--- config.mk ---
export PLATFORM = sky130hd
export DESIGN_NAME = simplez_screen_tx
export DESIGN_NICKNAME = d
export VERILOG_FILES = /design/src/rtl/simplez_pkg.sv /design/src/rtl/simplez_baud_gen.sv /design/src/rtl/simplez_screen_tx.sv
export SDC_FILE = /design/constraint.sdc
export NUM_CORES = 1
export LEC_CHECK = 0
export BUFFER_PORTS_ARGS = -buffer_cell sky130_fd_sc_hd__buf_2
export CAP_MARGIN = 20
export CORE_MARGIN = 3
export CORE_UTILIZATION = 25
export CTS_BUF_LIST = sky130_fd_sc_hd__clkbuf_8 sky130_fd_sc_hd__clkbuf_16
export DETAILED_ROUTE_END_ITERATION = 10
export GPL_ROUTABILITY_DRIVEN = 0
export GPL_TIMING_DRIVEN = 0
export PLACE_DENSITY = 0.47
export SLEW_MARGIN = 20
export SYNTH_ARGS = -nofsm -noshare
export SYNTH_HDL_FRONTEND = slang
export SYNTH_SLANG_ARGS = --single-unit
--- constraint.sdc ---
create_clock -name clk -period 2.1 [get_ports clk]
set_input_delay 0.21 -clock clk [delete_from_list [all_inputs] [get_ports clk]]
set_output_delay 0.21 -clock clk [all_outputs]
set_load 0.05 [all_outputs]
--- src/rtl/simplez_pkg.sv ---
// Shared Simplez definitions: screen peripheral I/O addresses, status bit
// positions, screen transmitter FSM encoding and the CPU opcode values.
// No ports; imported with `import simplez_pkg::*;`.
package simplez_pkg;

  // Memory-mapped screen registers at the top of the 9-bit address space
  localparam logic [8:0] ADDR_SCR_STATUS = 9'd508;
  localparam logic [8:0] ADDR_SCR_DATA   = 9'd509;

  // Bit positions inside the screen status word
  localparam int READY   = 0;
  localparam int BUSY    = 1;
  localparam int OVERRUN = 2;

  typedef enum logic [1:0] {
    SCR_IDLE  = 2'd0,
    SCR_START = 2'd1,
    SCR_DATA  = 2'd2,
    SCR_STOP  = 2'd3
  } scr_state_t;

  // Simplez instruction opcodes (CO field)
  localparam logic [2:0] OP_ST   = 3'd0;
  localparam logic [2:0] OP_LD   = 3'd1;
  localparam logic [2:0] OP_ADD  = 3'd2;
  localparam logic [2:0] OP_BR   = 3'd3;
  localparam logic [2:0] OP_BZ   = 3'd4;
  localparam logic [2:0] OP_CLR  = 3'd5;
  localparam logic [2:0] OP_DEC  = 3'd6;
  localparam logic [2:0] OP_HALT = 3'd7;

endpackage

--- src/rtl/simplez_baud_gen.sv ---
// Baud-rate tick generator for the screen UART.
// Ports:
//   clk  - system clock
//   rst  - synchronous active-high reset
//   en   - count enable; while low the counter is held at 0
//   tick - one-cycle pulse in the last cycle of each bit period
module simplez_baud_gen #(
  parameter int DIVISOR = 104
) (
  input  logic clk,
  input  logic rst,
  input  logic en,
  output logic tick
);

  localparam int CW = (DIVISOR > 1) ? $clog2(DIVISOR) : 1;
  localparam logic [CW-1:0] LAST = CW'(DIVISOR - 1);

  logic [CW-1:0] r_cnt;

  // Holding at 0 while disabled means every frame starts with a full bit.
  always_ff @(posedge clk) begin
    if (rst || !en) begin
      r_cnt <= '0;
    end else if (r_cnt == LAST) begin
      r_cnt <= '0;
    end else begin
      r_cnt <= r_cnt + 1'b1;
    end
  end

  assign tick = en && (r_cnt == LAST);

endmodule

--- src/rtl/simplez_screen_tx.sv ---
// Simplez memory-mapped screen peripheral: bytes stored to address 509 are
// sent as UART 8N1; address 508 returns a status word (ready/busy/overrun).
// Ports:
//   clk, rst  - clock and synchronous active-high reset
//   addr      - CPU address bus
//   rd, wr    - read / write strobes
//   data_in   - CPU write data (only bits 7:0 are transmitted)
//   data_out  - registered read data, updated on every rd edge
//   hit       - combinational decode of 508/509 for the bus read mux
//   tx        - UART serial output, idles high
module simplez_screen_tx
  import simplez_pkg::*;
#(
  parameter int DATAW   = 12,
  parameter int ADDRW   = 9,
  parameter int DIVISOR = 104
) (
  input  logic             clk,
  input  logic             rst,
  input  logic [ADDRW-1:0] addr,
  input  logic             rd,
  input  logic             wr,
  input  logic [DATAW-1:0] data_in,
  output logic [DATAW-1:0] data_out,
  output logic             hit,
  output logic             tx
);

  scr_state_t       r_state;
  logic [7:0]       r_hold;
  logic [7:0]       r_shift;
  logic             r_full;
  logic             r_ovr;
  logic             r_tx;
  logic [2:0]       r_bit;
  logic [DATAW-1:0] r_dout;

  logic             w_tick;
  logic             w_busy;
  logic             w_sel_stat;
  logic             w_sel_data;
  logic             w_xfer;
  logic             w_wr_data;
  logic             w_accept;
  logic [DATAW-1:0] w_status;
  logic             w_unused;

  assign w_sel_stat = (addr == ADDRW'(ADDR_SCR_STATUS));
  assign w_sel_data = (addr == ADDRW'(ADDR_SCR_DATA));
  assign w_busy     = (r_state != SCR_IDLE);

  // Holding register moves into the shifter when idle, or at the end of a
  // stop bit so back-to-back frames have no idle gap.
  assign w_xfer    = r_full && (!w_busy || (r_state == SCR_STOP && w_tick));
  assign w_wr_data = wr && w_sel_data;
  // A write landing on the transfer cycle is accepted: the slot frees up.
  assign w_accept  = w_wr_data && (!r_full || w_xfer);

  // Upper data bits have no meaning for an 8-bit serial character.
  assign w_unused  = ^data_in[DATAW-1:8];

  always_comb begin
    w_status          = '0;
    w_status[READY]   = !r_full;
    w_status[BUSY]    = w_busy;
    w_status[OVERRUN] = r_ovr;
  end

  simplez_baud_gen #(.DIVISOR(DIVISOR)) u_baud (
    .clk  (clk),
    .rst  (rst),
    .en   (w_busy),
    .tick (w_tick)
  );

  // Holding-register occupancy and overrun flag; a new overrun beats a
  // status-read clear in the same cycle.
  always_ff @(posedge clk) begin
    if (rst) begin
      r_full <= 1'b0;
      r_ovr  <= 1'b0;
    end else begin
      if (w_accept) begin
        r_full <= 1'b1;
      end else if (w_xfer) begin
        r_full <= 1'b0;
      end
      if (w_wr_data && !w_accept) begin
        r_ovr <= 1'b1;
      end else if (rd && w_sel_stat) begin
        r_ovr <= 1'b0;
      end
    end
  end

  always_ff @(posedge clk) begin
    if (w_accept) begin
      r_hold <= data_in[7:0];
    end
    if (w_xfer) begin
      r_shift <= r_hold;
    end
  end

  // Read data register; only the status address returns non-zero data.
  always_ff @(posedge clk) begin
    if (rst) begin
      r_dout <= '0;
    end else if (rd) begin
      r_dout <= w_sel_stat ? w_status : '0;
    end
  end

  // Transmit FSM; tx is registered alongside the state it belongs to.
  always_ff @(posedge clk) begin
    if (rst) begin
      r_state <= SCR_IDLE;
      r_tx    <= 1'b1;
      r_bit   <= 3'd0;
    end else begin
      case (r_state)
        SCR_IDLE: begin
          if (w_xfer) begin
            r_state <= SCR_START;
            r_tx    <= 1'b0;
          end
        end
        SCR_START: begin
          if (w_tick) begin
            r_state <= SCR_DATA;
            r_bit   <= 3'd0;
            r_tx    <= r_shift[0];
          end
        end
        SCR_DATA: begin
          if (w_tick) begin
            if (r_bit == 3'd7) begin
              r_state <= SCR_STOP;
              r_tx    <= 1'b1;
            end else begin
              r_bit <= r_bit + 3'd1;
              r_tx  <= r_shift[r_bit + 3'd1];
            end
          end
        end
        SCR_STOP: begin
          if (w_tick) begin
            if (w_xfer) begin
              r_state <= SCR_START;
              r_tx    <= 1'b0;
            end else begin
              r_state <= SCR_IDLE;
              r_tx    <= 1'b1;
            end
          end
        end
        default: begin
          r_state <= SCR_IDLE;
          r_tx    <= 1'b1;
        end
      endcase
    end
  end

  assign data_out = r_dout;
  assign hit      = w_sel_stat || w_sel_data;
  assign tx       = r_tx;

endmodule

==> metrics.md <==
| Metric | Value |
|---|---|
| Total core area | `around 6000 sq um` |
| Worst vdd ir | `344 uV` |
| Global-route wire length before repair | `about 4600 microns` |
| Syn Inst Count | `136` |
| Req. time, crit path | `2.28 ns` |
| Num CTS Buffers | `5` |
| Setup TNS | `-0.00450 ns` |
| Share of cells above drive strength 1 | `between 30% and 40%` |
| Crit-path max FO | `3` |
| Synth Area per Inst | `11.5 sq um` |
| Vias | `1075` |
| Synth top area cells | `edfxtp_1 (31%), dfxtp_1 (23%), ha_1 (6.4%), buf_4 (4.3%), nand2b_1 (3.6%)` |
| Most frequent cells after synthesis | `dfxtp_1 (18), edfxtp_1 (16), nor2_1 (12)` |
| Slew of the pin with the lowest slew margin | `0.709 ns` |
| # clock sinks | `34` |
| Slew HR | `between 50% and 60%` |
| Cell taking the most area after synthesis | `edfxtp_1` |
| Clk buf depth | `2` |
| Setup violators final | `1` |
| GR Util All Layers | `under 10%` |
| Register area share after synthesis | `a little over half` |
| Fmax | `0.475 GHz` |
| Root buffer cell | `clkbuf_8` |
| Max H-tree Level | `2` |
| Crit end category | `register` |
| Hold Vio Cnt, Final | `0` |
| Failing checks | `setup timing` |
| Total length of routed wires | `2750 microns` |
| Die height | `between 80 and 90 microns` |
| Io pins | `39` |
| Site Rows | `28` |
| Final setup margin | `-0.00450 ns` |
| Clk slew on worst S/H paths | `roughly 0.07 ns` |
| Yosys top cell area share | `30.6%` |
| Fin Clk Skew | `0.00806 ns` |
| CTS tree | `yes` |
| Vias/cell | `4.20` |
| DPL Wire Length | `roughly 2000 microns` |
| Cell mode on critical path | `a221o_1` |
| Die ar. | `7260 sq um` |
| Mapped cell area | `1570 sq um` |
| FFs w/ async S/R, synth | `0%` |
| Power Density | `slightly below 900 nW/um^2` |
| Starting DRC count in detailed routing | `94` |
| PortBufs | `25` |
| Placed Area | `1830 sq um` |
| Slowest CP cell | `mux4_2` |
| Wire per inst | `10.7 microns` |
| DP Worst Slack | `-0.114 ns` |
| Flops & latches, synth | `34` |
| Crit Path Class | `reg2reg` |
| Die W | `85.2 microns` |
| Reg2Reg Setup Slack | `-0.005 ns` |
| CP arrival | `2.28 ns` |
| Vias in the first global route | `975` |
| Ant diodes | `0` |
| Max Cap Viol | `0` |
| Pin count of the biggest net entering global routing | `12` |
| Max stage delay on crit path | `0.49 ns` |
| Final period util | `100%` |
| Drt drc | `0` |
| EDFF count, synth | `16` |
| Number of antenna violations at the first check in global routing | `0` |
| Final min period | `2.10 ns` |
| Worst skew pair latency | `0.28 ns` |
| Drt pass-1 iters | `4` |
| Overflow after GRT | `0` |
| P&R area growth vs syn | `29.1%` |
| Hold/Removal Path Class | `in2reg` |
| Pwr Total | `roughly 1.8 mW` |
| Unrepaired setup endpoints after global routing | `yes` |
| Post-CTS Hold Fix Bufs | `0` |
| Net count reported at finish | `~210` |
| Yosys cell types | `40` |
| Main synth FF type | `dfxtp_1` |
| Most common cell in the netlist | `dfxtp_1` |
| YS warnings | `0` |
| Initial Utilization | `26.2%` |
| Leak Pwr | `just under 0.8 nW` |
| Startpoint type of the worst setup path | `register` |
| Pins Over Slew Limit | `0` |
| Outcome | `complete, but fails checks` |
| Cell breakdown of the critical path | `ha_4 > mux4_2 > mux2_4 > a221o_1 > a221o_1` |
| Post-route antenna net violation count | `0` |
| Fin area | `around 2000 sq um` |
## kinds of logic after synthesis
kind of cell / count (synthesis) / synth area share (%)
xor gates and xnor gates: 5 / 2.79
muxes: 4 / 4.71
and+or+nand+nor: 47 / 16.9
DFF: 34 / 53.6
adders and majority gates: 8 / 6.38
AOI/OAI and AO/OA: 21 / 8.78
other: 1 / 0.239
buffers and inverters: 16 / 6.54
## final timing paths
path	start	to	cells after the start
max reg2reg	r_bit[0]$_SDFFE_PP0P_	tx$_SDFFE_PP1P_	5
min	data_in[0]	r_hold[0]$_DFFE_PP_	1
min reg2reg	r_hold[2]$_DFFE_PP_	r_shift[2]$_DFFE_PP_	0
max	r_bit[0]$_SDFFE_PP0P_	tx$_SDFFE_PP1P_	5
## layer usage
layer  part of all wire [%]  track usage (%)  vias up
li1                       -                -      559
met1                     50             11.1      485
met2                     43             11.0       27
met3                    5.8             4.17        4
met4                    1.1             2.59        0
met5                      0                0        -
## placed cells by master (no fill, tap or decap), types with 3 or more instances in the layout
master / Yosys / routed
inv_1: 4 / 3
dfxtp_1: 18 / 15
a21oi_1: 11 / 10
edfxtp_1: 16 / 16
clkbuf_8: 0 / 5
buf_4: 9 / 13
nand2b_1: 9 / 9
nand3_1: 7 / 7
ha_1: 8 / 6
xor2_1: 3 / 3
nand2_1: 5 / 5
conb_1: 1 / 9
nor2_1: 12 / 11
buf_2: 1 / 26
## per-stage QoR
step / cells / utilization (%) / hold slack [ns]
global placement: 244 / 30.6 / 0.389
detailed placement: 244 / 30.6 / 0.388
global route: 256 / 33.8 / 0.0762
floorplan: 144 / - / 0.309
CTS: 255 / 33.5 / 0.0866
finish: 256 / 33.8 / 0.100
## cell type report
type | count | area, sq um
Fill cell | 623 | 3970
Sequential cell | 34 | 847
Multi-Input combinational cell | 94 | 693
Timing Repair Buffer | 29 | 155
Tap cell | 75 | 93.8
Buffer | 12 | 87.6
Clock buffer | 5 | 68.8
Clock inverter | 3 | 63.8
Inverter | 4 | 15.0
## critical path: cells and delay by family (launching register included)
family	cells	cell delay, ns
AOI/OAI and AO/OA	2	0.60
adders and majority gates	1	0.28
DFF	1	0.35
muxes	2	0.76
## where the power goes
part	internal [mW]	total (mW)	switching [mW]
registers	0.715	0.735	0.0201
clock network	0.470	0.706	0.237
logic	0.131	0.342	0.211
## flip-flops by register name, summed over array words and instances (netlist names)
| signal | count |
|---|---|
| r_state | 2 |
| r_shift | 8 |
| r_hold | 8 |
| r_bit | 3 |
| data_out | 3 |
| tx | 1 |
| u_baud.r_cnt | 7 |
| r_full | 1 |
| r_ovr | 1 |
## repair_timing
action	CTS	global route
endpoints found under the setup margin	11	11
gates cloned	0	0
buffers inserted	3	1
pin swaps	6	2
gates resized for setup	9	2
Note: power is estimated with default switching activity, not from simulation.
